`config.mk`:
```
export PLATFORM = sky130hd
export DESIGN_NAME = fifo_gray_ptr
export DESIGN_NICKNAME = d
export VERILOG_FILES = /design/src/rtl/fifo_gray_pkg.sv /design/src/rtl/fifo_gray_ptr_gray_decoder.sv /design/src/rtl/fifo_gray_ptr.sv
export SDC_FILE = /design/constraint.sdc
export NUM_CORES = 1
export LEC_CHECK = 0
export ABC_AREA = 1
export CAP_MARGIN = 20
export CORE_MARGIN = 10
export CORE_UTILIZATION = 44
export CTS_CLUSTER_DIAMETER = 30
export DETAILED_ROUTE_END_ITERATION = 7
export GPL_TIMING_DRIVEN = 0
export PLACE_DENSITY_LB_ADDON = 0.25
export SYNTH_ARGS = -nofsm -noshare
export SYNTH_HDL_FRONTEND = slang
export SYNTH_SLANG_ARGS = --single-unit
```
`constraint.sdc`:
```
create_clock -name CLK -period 3.1 [get_ports CLK]
set_clock_uncertainty 0.15 [all_clocks]
set_input_delay 0.31 -clock CLK [delete_from_list [all_inputs] [get_ports CLK]]
set_output_delay 0.31 -clock CLK [all_outputs]
set_load 0.1 [all_outputs]
```
`src/rtl/fifo_gray_pkg.sv`:
```
// Purpose : shared constants and Gray/binary helpers for the async FIFO pointer logic.
// Latency : combinational helpers only, no state.
// Backpres: n/a (no handshake in this package).
package fifo_gray_pkg;

    // Supported pointer geometry; pointers carry one extra wrap bit over the address.
    localparam int MIN_ADDR_WIDTH = 2;
    localparam int MAX_ADDR_WIDTH = 16;
    localparam int GRAY_MAX_W     = MAX_ADDR_WIDTH + 1;

    // Widest pointer any instance can use; narrower callers zero-extend in and
    // truncate out, which is exact for both conversions below.
    typedef logic [GRAY_MAX_W-1:0] gvec_t;

    // Pointer width for a given address width (address plus wrap bit).
    function automatic int ptr_width(input int addr_width);
        return addr_width + 1;
    endfunction

    function automatic gvec_t bin2gray(input gvec_t b);
        return b ^ (b >> 1);
    endfunction

    // Each binary bit is the XOR of all Gray bits at and above it.
    function automatic gvec_t gray2bin(input gvec_t g);
        gvec_t b;
        b = '0;
        b[GRAY_MAX_W-1] = g[GRAY_MAX_W-1];
        for (int i = GRAY_MAX_W - 2; i >= 0; i--) begin
            b[i] = b[i+1] ^ g[i];
        end
        return b;
    endfunction

endpackage

```
`src/rtl/fifo_gray_ptr_gray_decoder.sv`:
```
// Purpose : Gray-to-binary conversion of a W-bit pointer (XOR prefix chain from the MSB).
// Latency : purely combinational.
// Backpres: none; output follows input continuously.
// Ports   : gray (in, W) Gray-coded pointer; bin (out, W) binary equivalent.
module gray_decoder #(
    parameter int W = 5
) (
    input  logic [W-1:0] gray,
    output logic [W-1:0] bin
);

    always_comb begin
        bin        = '0;
        bin[W-1]   = gray[W-1];
        for (int i = W - 2; i >= 0; i--) begin
            bin[i] = bin[i+1] ^ gray[i];
        end
    end

endmodule

```
`src/rtl/fifo_gray_ptr.sv`:
```
// Purpose : one side of an async FIFO: binary/Gray pointer plus registered full or empty flag.
// Latency : pointer, gray_ptr, flag and level all update on the edge after an accepted inc.
// Backpres: inc is dropped while flag is set (full on write side, empty on read side).
// Ports   : CLK, RST (async active-low), inc, remote_gray (already synchronised)
//           -> addr, gray_ptr (registered, CDC-safe), flag, level.
// Option  : define FIFO_GRAY_PTR_LEVEL_EN to register occupancy on level; otherwise level is 0.
module fifo_gray_ptr
    import fifo_gray_pkg::*;
#(
    parameter int ADDR_WIDTH = 4,
    parameter bit WRITE_SIDE = 1'b1
) (
    input  logic                  CLK,
    input  logic                  RST,
    input  logic                  inc,
    input  logic [ADDR_WIDTH:0]   remote_gray,
    output logic [ADDR_WIDTH-1:0] addr,
    output logic [ADDR_WIDTH:0]   gray_ptr,
    output logic                  flag,
    output logic [ADDR_WIDTH:0]   level
);

    localparam int PTR_W = ptr_width(ADDR_WIDTH);
    // Read side comes out of reset empty, write side not full.
    localparam logic FLAG_RST = ~WRITE_SIDE;

    if (ADDR_WIDTH < MIN_ADDR_WIDTH || ADDR_WIDTH > MAX_ADDR_WIDTH) begin : g_bad_width
        $error("fifo_gray_ptr: ADDR_WIDTH out of range");
    end

    logic [PTR_W-1:0] bin_q, bin_d;
    logic [PTR_W-1:0] gray_q, gray_d;
    logic             flag_q, flag_d;
    logic             accept;
    logic [PTR_W-1:0] remote_full;

    always_comb begin
        accept = inc & ~flag_q;
        bin_d  = bin_q + PTR_W'(accept);
        gray_d = PTR_W'(bin2gray(GRAY_MAX_W'(bin_d)));
        // Full means the writer is exactly one lap ahead: in Gray code that is
        // the reader's pointer with its top two bits inverted.
        remote_full = {~remote_gray[PTR_W-1:PTR_W-2], remote_gray[PTR_W-3:0]};
        // Evaluated every cycle (not only on accept) so the flag releases as soon
        // as the synchronised remote pointer moves.
        if (WRITE_SIDE) begin
            flag_d = (gray_d == remote_full);
        end else begin
            flag_d = (gray_d == remote_gray);
        end
    end

    always_ff @(posedge CLK or negedge RST) begin
        if (!RST) begin
            bin_q  <= '0;
            gray_q <= '0;
            flag_q <= FLAG_RST;
        end else begin
            bin_q  <= bin_d;
            gray_q <= gray_d;
            flag_q <= flag_d;
        end
    end

    assign addr     = bin_q[ADDR_WIDTH-1:0];
    assign gray_ptr = gray_q;
    assign flag     = flag_q;

`ifdef FIFO_GRAY_PTR_LEVEL_EN
    logic [PTR_W-1:0] rbin;
    logic [PTR_W-1:0] level_q, level_d;

    gray_decoder #(.W(PTR_W)) u_gray_decoder (
        .gray (remote_gray),
        .bin  (rbin)
    );

    // Modulo-2^PTR_W difference gives 0..2^ADDR_WIDTH occupancy directly.
    always_comb begin
        if (WRITE_SIDE) begin
            level_d = bin_d - rbin;
        end else begin
            level_d = rbin - bin_d;
        end
    end

    always_ff @(posedge CLK or negedge RST) begin
        if (!RST) begin
            level_q <= '0;
        end else begin
            level_q <= level_d;
        end
    end

    assign level = level_q;
`else
    assign level = '0;
`endif

endmodule
```
Word-level counts from Yosys, hierarchy flattened
Cells that the tools add are included.
{ "op_classes": {"addsub": 1, "n_eq_ne": 1, "bitwise_logic": 4} }
{ "ops": {"columns": ["op", "n"], "rows": [
  ["$add 5x1->5", 1],
  ["$eq 5x5->1", 1],
  ["$xor 5x4->5", 1],
  ["$not 2->2", 1],
  ["$and 1x1->1", 1],
  ["$not 1->1", 1]
]} }
{ "totals": {"ff_bits": 11, "input_bits": 8, "out_inout_bits": 15, "wordCells": 9} }

Longest topological paths before layout
Gate-level depths: netlist of the first run.
{ "logic_depth": {"word_depth": 5, "depth_mapped": 12, "depth_no_buf": 12} }

Least setup slack after synthesis of the first run
No wires, ideal clock.
{ "synth_path": {"path_type": "flip-flop to flip-flop", "startpoint": "reg flag_q, in the netlist flag", "endpoint": "reg flag_q, in the netlist flag", "setup_time_ps": 71, "arrival_time_ps": 2134, "t_required_ps": 2879, "path_slack_ps": 745, "path_stages_with_launch": 10, "path_buffers": 0, "period_less_slack_ps": 2355, "cell_sequence": "dfrtp_1 -> nor2_1 -> ha_1 -> ha_1 -> nand3_1 -> nand2_1 -> nand2_2 -> xor2_1 -> nand3_1 -> nor2_1"} }
{ "synth_between": {"elab_chain_len": 5} }
{ "synth_rtl": {"columns": ["element", "line_no", "rtl"], "rows": [
  ["start, declared", "fifo_gray_ptr.sv:33", "logic flag_q, flag_d;"],
  ["start signal, assigned", "fifo_gray_ptr.sv:61", "flag_q <= flag_d;"],
  ["$not 1->1", "fifo_gray_ptr.sv:38", "accept = inc & ~flag_q;"],
  ["$and 1x1->1", "fifo_gray_ptr.sv:38", null],
  ["$add 5x1->5", "fifo_gray_ptr.sv:39", "bin_d = bin_q + PTR_W'(accept);"],
  ["net bin_d[4]", "fifo_gray_ptr.sv:31", "logic [PTR_W-1:0] bin_q, bin_d;"],
  ["$xor 5x4->5", "fifo_gray_pkg.sv:21", "return b ^ (b >> 1);"],
  ["$eq 5x5->1", "fifo_gray_ptr.sv:47", "flag_d = (gray_d == remote_full);"],
  ["net flag_d", "fifo_gray_ptr.sv:33", null]
]} }
The timed path passes the listed nets, and every way through them passes these cells.

Worst setup path after layout of the first run
{ "layout_path": {"startpoint": "reg bin_q[3]", "endpoint": "out addr[3]"} }
{ "layout_rtl": {"columns": ["element", "line_no", "rtl"], "rows": [
  ["start, declared", "fifo_gray_ptr.sv:31", null],
  ["start signal, assigned", "fifo_gray_ptr.sv:59", "bin_q <= bin_d;"],
  ["end, declared", "fifo_gray_ptr.sv:17", "output logic [ADDR_WIDTH-1:0] addr,"]
]} }
No word-level cell between the ends.

==> results of run 1 <==
[state kept, by name (all words and copies together), names as in the netlist]
| signal | count |
|---|---|
| gray_ptr | 4 |
| bin_q | 5 |
| flag | 1 |
[area by class of cell]
| cell class | instances | area, um2 | area share [%] |
|---|---|---|---|
| Buffer | 6 | 45.0 | 5.45 |
| Timing Repair Buffer | 17 | 170 | 20.6 |
| Multi-Input combinational cell | 56 | 279 | 33.8 |
| Sequential cell | 10 | 250 | 30.3 |
| Inverter | 7 | 26.3 | 3.18 |
| Clock buffer | 4 | 36.3 | 4.39 |
| Tap cell | 15 | 18.8 | 2.27 |
[final timing paths]
check                                        end               start  depth (start not counted)
setup / recovery                         addr[3]  bin_q[3]$_DFF_PN0_                          1
hold / removal                bin_q[0]$_DFF_PN0_                 RST                          1
setup reg to reg                  flag$_DFF_PN0_      flag$_DFF_PN0_                         10
hold reg to reg               bin_q[0]$_DFF_PN0_  bin_q[0]$_DFF_PN0_                          1
max in group asynchronous  gray_ptr[3]$_DFF_PN0_                 RST                          1
min in group CLK              bin_q[0]$_DFF_PN0_  bin_q[0]$_DFF_PN0_                          1
[per-layer routing]
layer  track usage [%]  share of wire [%]
met2              15.4                 55
met1              8.56                 39
met4              6.19                2.0
met5                 0                  0
met3              1.80                4.4
[metrics by stage]
stage | area, um2 | hold slack (ns) | worst slack (ns) | util, % | instances
after floorplan | 601 | -0.136 | 0.745 | - | 79
after global placement | 790 | 0.380 | 0.848 | 61.4 | 111
after detailed placement | 790 | 0.396 | 0.786 | 61.4 | 111
after CTS | 826 | 0.216 | 0.757 | 64.3 | 115
after global routing | 826 | 0.233 | 0.695 | 64.3 | 115
final | 826 | 0.197 | 0.756 | 64.3 | 115
[Yosys cell counts]
cell | number | area, um2
nand2_2 | 2 | 12.5
inv_2 | 1 | 3.75
buf_4 | 6 | 45.0
inv_1 | 6 | 22.5
conb_1 | 1 | 3.75
dfrtp_1 | 10 | 250
nor2_1 | 3 | 11.3
xor2_1 | 2 | 17.5
nand4_1 | 4 | 25.0
ha_1 | 2 | 25.0
nand3_1 | 8 | 40.0
nand3b_1 | 1 | 7.51
nor2_2 | 1 | 6.26
nand2_1 | 26 | 97.6
xnor2_1 | 2 | 17.5
[kinds of logic (layout without fill, tap and decap cells)]
logic type                 Yosys count  in the layout  synth area share, %
adders and majority gates            2              2                 4.27
DFF                                 10             10                 42.7
xor gates and xnor gates             4              4                 5.98
and+or+nand+nor                     45             45                 34.2
other                                1              5                0.640
buffers and inverters               13             34                 12.2
==> results.cfg, run 1 <==
[outcome]
outcome = finished clean

[detailed_routing]
drc_errors = 0
avgRoutedWirePerCell_um = 11.3
avgViaCountPerCell = 4.60
dr.pass1.iters = 2
wirelength_um = 1300
vias = 529
drt-initial-drc-count = 11
ant_nets = 0

[clock_network]
clockBufferDepth = 2
cts_sinks = 10
cts_resized = 0
cts_setup_buffers = 0
cts_tree = yes
root_buffer = clkbuf_4
clk_pin_slew_worst_paths_ns = 0.07
cts_hold_buf = 0
clkLatencyLatePin_ns = 0.27
cts-buffers-inserted = 3
htreeDepth = 1

[worst_setup_path]
cp_top_family = buffers and inverters
worst-setup-path-type = register to output port
crit_fanout = 7
rrSetupSlack_ns = 1.19
required_ns = 2.64
critPathMaxStageDelay_ns = 1.17
worstPathArrival_ns = 1.88
crit_chain = clkdlybuf4s50_1
cp-end-kind = output port
crit_path_top_delay_cell = clkdlybuf4s50_1
cp_num_buf_inv = 1
cp-start-kind = register

[sta]
setup_tns_ns = 0
final_hold_viol_count = 0
setup_viol = 0
rsz0062_at_grt = no
finalCritPeriodShare_pct = 75.6
maxSlewHeadroom_pct = 33.7
worst_slew_pin_slew_ns = 0.991
period_minus_slack_ns = 2.34
slew_violations = 0
fmax_mhz = 427

[job]
max-cap-violations = 0

[floorplanning]
core_um2 = 1280
rows = 13
start_util_pct = 45.6
die_w_um = 56.5
fp.dieH_um = 56.5
die-area_um2 = 3190
ios = 23

[global_routing]
track_usage_pct = 8.63
grt_pass1_wl_um = 2280
antenna_found_initial = 0
grt_pass1_vias = 540
grt_remaining_overflow = 0
grt_max_degree = 11

[place]
hpwlAfterDp_um = 1090
place.gp.congestion = 0.771
port_buffers = 17

[layout]
nets = 111
syn_to_final_growth_pct = 41.0
mostFrequentLayoutCells = nand2_1 (26), clkdlybuf4s50_1 (17), dfrtp_1 (10), nand3_1 (8)
drive_above_1_share_pct = 14.0
fillers = 122
final_common_cell = nand2_1
diodes = 0

[synthesis]
synthesis.area_um2 = 586
yosysWarnings = 0
syn_inst = 75
avgSynthCellArea_um2 = 7.81
synth_seq_area_share_pct = 42.7
ys_types = 15
synth_seq_cells = 10

[worst_hold_path]
hold_class = primary input to asynchronous set/reset pin
Power of run 1 is left out: the tool's default activity adds up to more than one toggle a clock period on the data nets, which glitch-free logic cannot reach.
==> inputs of run 2 (changes only) <==
--- a/config.mk
+++ b/config.mk
@@ -8,7 +8,7 @@
 export ABC_AREA = 1
 export CAP_MARGIN = 20
 export CORE_MARGIN = 10
-export CORE_UTILIZATION = 44
+export CORE_UTILIZATION = 37
 export CTS_CLUSTER_DIAMETER = 30
 export DETAILED_ROUTE_END_ITERATION = 7
 export GPL_TIMING_DRIVEN = 0
==> constraint.sdc (replaced) <==
create_clock -name CLK -period 1.9 [get_ports CLK]
set_clock_uncertainty 0.15 [all_clocks]
set_input_delay 0.19 -clock CLK [delete_from_list [all_inputs] [get_ports CLK]]
set_output_delay 0.19 -clock CLK [all_outputs]
set_load 0.1 [all_outputs]
==> run 2 against run 1 <==
Routed wire length grew 4.1%. Via count grew 2.8%. Design area rose by 7.7%. Die area is 12% higher. Count of clock-buffer cells in the layout did not move. Global-route usage decreased by 0.98 points. Critical path type unchanged.
==> results.cfg, run 2 (synthesis results as in run 1) <==
[layout]
top_register = bin_q
syn_to_final_growth_pct = 51.9
diodes = 0
final_common_cell = nand2_1
stdcell_count = 117
mostFrequentLayoutCells = nand2_1 (24), buf_4 (7), nand3_1 (7), clkdlybuf4s50_1 (7)
final_cell_area_um2 = 890
nets = 112
drive_above_1_share_pct = 27.7
largest_register_ffs = 5

[detailed_routing]
dr.pass1.iters = 4
drt-initial-drc-count = 8
avgViaCountPerCell = 4.65
drc_errors = 0
wirelength_um = 1360
ant_nets = 0
vias = 544
avgRoutedWirePerCell_um = 11.6

[worst_setup_path]
crit_start = flag$_DFF_PN0_
crit_fanout = 2
crit_path_top_delay_cell = clkdlybuf4s15_1
cp_top_family = buffers and inverters
crit_chain = clkdlybuf4s15_1
required_ns = 1.56
rrSetupSlack_ns = 0.10
critPathMaxStageDelay_ns = 0.83
worst-setup-path-type = register to output port
cp_num_buf_inv = 1
cp-start-kind = register
cp-end-kind = output port
worstPathArrival_ns = 1.52
reg2reg_from = bin_q[0]$_DFF_PN0_

[worst_hold_path]
hold_class = primary input to asynchronous set/reset pin

[global_routing]
track_usage_pct = 7.65
antenna_found_initial = 0
grtUsageMet3_pct = 1.48
grtUsageMet1_pct = 7.86
grt_pass1_vias = 547
grt-busiest-layer = met2
grt_pass1_wl_um = 2210
grt_remaining_overflow = 0
grt_max_degree = 11
use_met2_pct = 13.7

[sta]
rsz0062_at_grt = yes
period_minus_slack_ns = 1.86
final_hold_viol_count = 0
maxSlewHeadroom_pct = 36.3
slew_violations = 0
fmax_mhz = 538
finalCritPeriodShare_pct = 97.8
worst_slew_pin_slew_ns = 0.959
setup_viol = 0

[clock_network]
clkLatencyLatePin_ns = 0.26
cts-buffers-inserted = 3
htreeDepth = 1
clk_pin_slew_worst_paths_ns = 0.06
clockBufferDepth = 2
cts_sinks = 10
cts_tree = yes
root_buffer = clkbuf_4

[floorplanning]
ios = 23
core_um2 = 1510
fp.dieH_um = 59.8
start_util_pct = 38.9
rows = 14
die-area_um2 = 3570
die_w_um = 59.8

[place]
postPlaceCellArea_um2 = 821
port_buffers = 17
hpwlAfterDp_um = 1110
place.gp.congestion = 0.763
dp_cells = 112

[outcome]
outcome = finished clean

[job]
max-cap-violations = 0
==> run 2: layout make-up <==
type	instances	area [um2]
fill	139	617
multi-input combinational	56	339
sequential	10	260
timing repair buffer	18	163
buffer	6	45.0
clock buffer	4	36.3
inverter	7	26.3
tap	16	20.0
==> run 2: per-stage QoR <==
stage	hold slack (ns)	setup slack [ns]	utilization (%)	TNS, ns
2_1_floorplan	-0.256	-0.00830	-	-0.00830
3_3_place_gp	0.385	-0.135	54.5	-0.175
3_5_place_dp	0.375	-0.170	54.5	-0.227
4_1_cts	0.0932	0.00149	56.2	0
5_1_grt	0.115	-0.00751	59.1	-0.00751
6_report	0.0772	0.0423	59.1	0
==> run 2: layer usage <==
metal  routed length [um]  vias up
li1                     -      281
met2                  755       10
met4                   12        0
met5                    0        -
met1                  529      250
met3                   59        3
==> run 2: what timing repair did <==
item / CTS / global route
resized for setup: 12 / 14
endpoints found under the setup margin: 10 / 2
setup buffers: 0 / 1
hold buffers: 0 / 0
hold endpoints to repair: 0 / 0
pin swaps: 0 / 8
==> run 2: worst paths after layout <==
check / end / cells after the start
min in group CLK: bin_q[0]$_DFF_PN0_ / 1
setup / recovery: flag / 1
setup reg to reg: flag$_DFF_PN0_ / 8
max in group asynchronous: bin_q[0]$_DFF_PN0_ / 1
hold / removal: gray_ptr[1]$_DFF_PN0_ / 1
hold reg to reg: bin_q[0]$_DFF_PN0_ / 1
Power of run 2 is left out for the same reason.
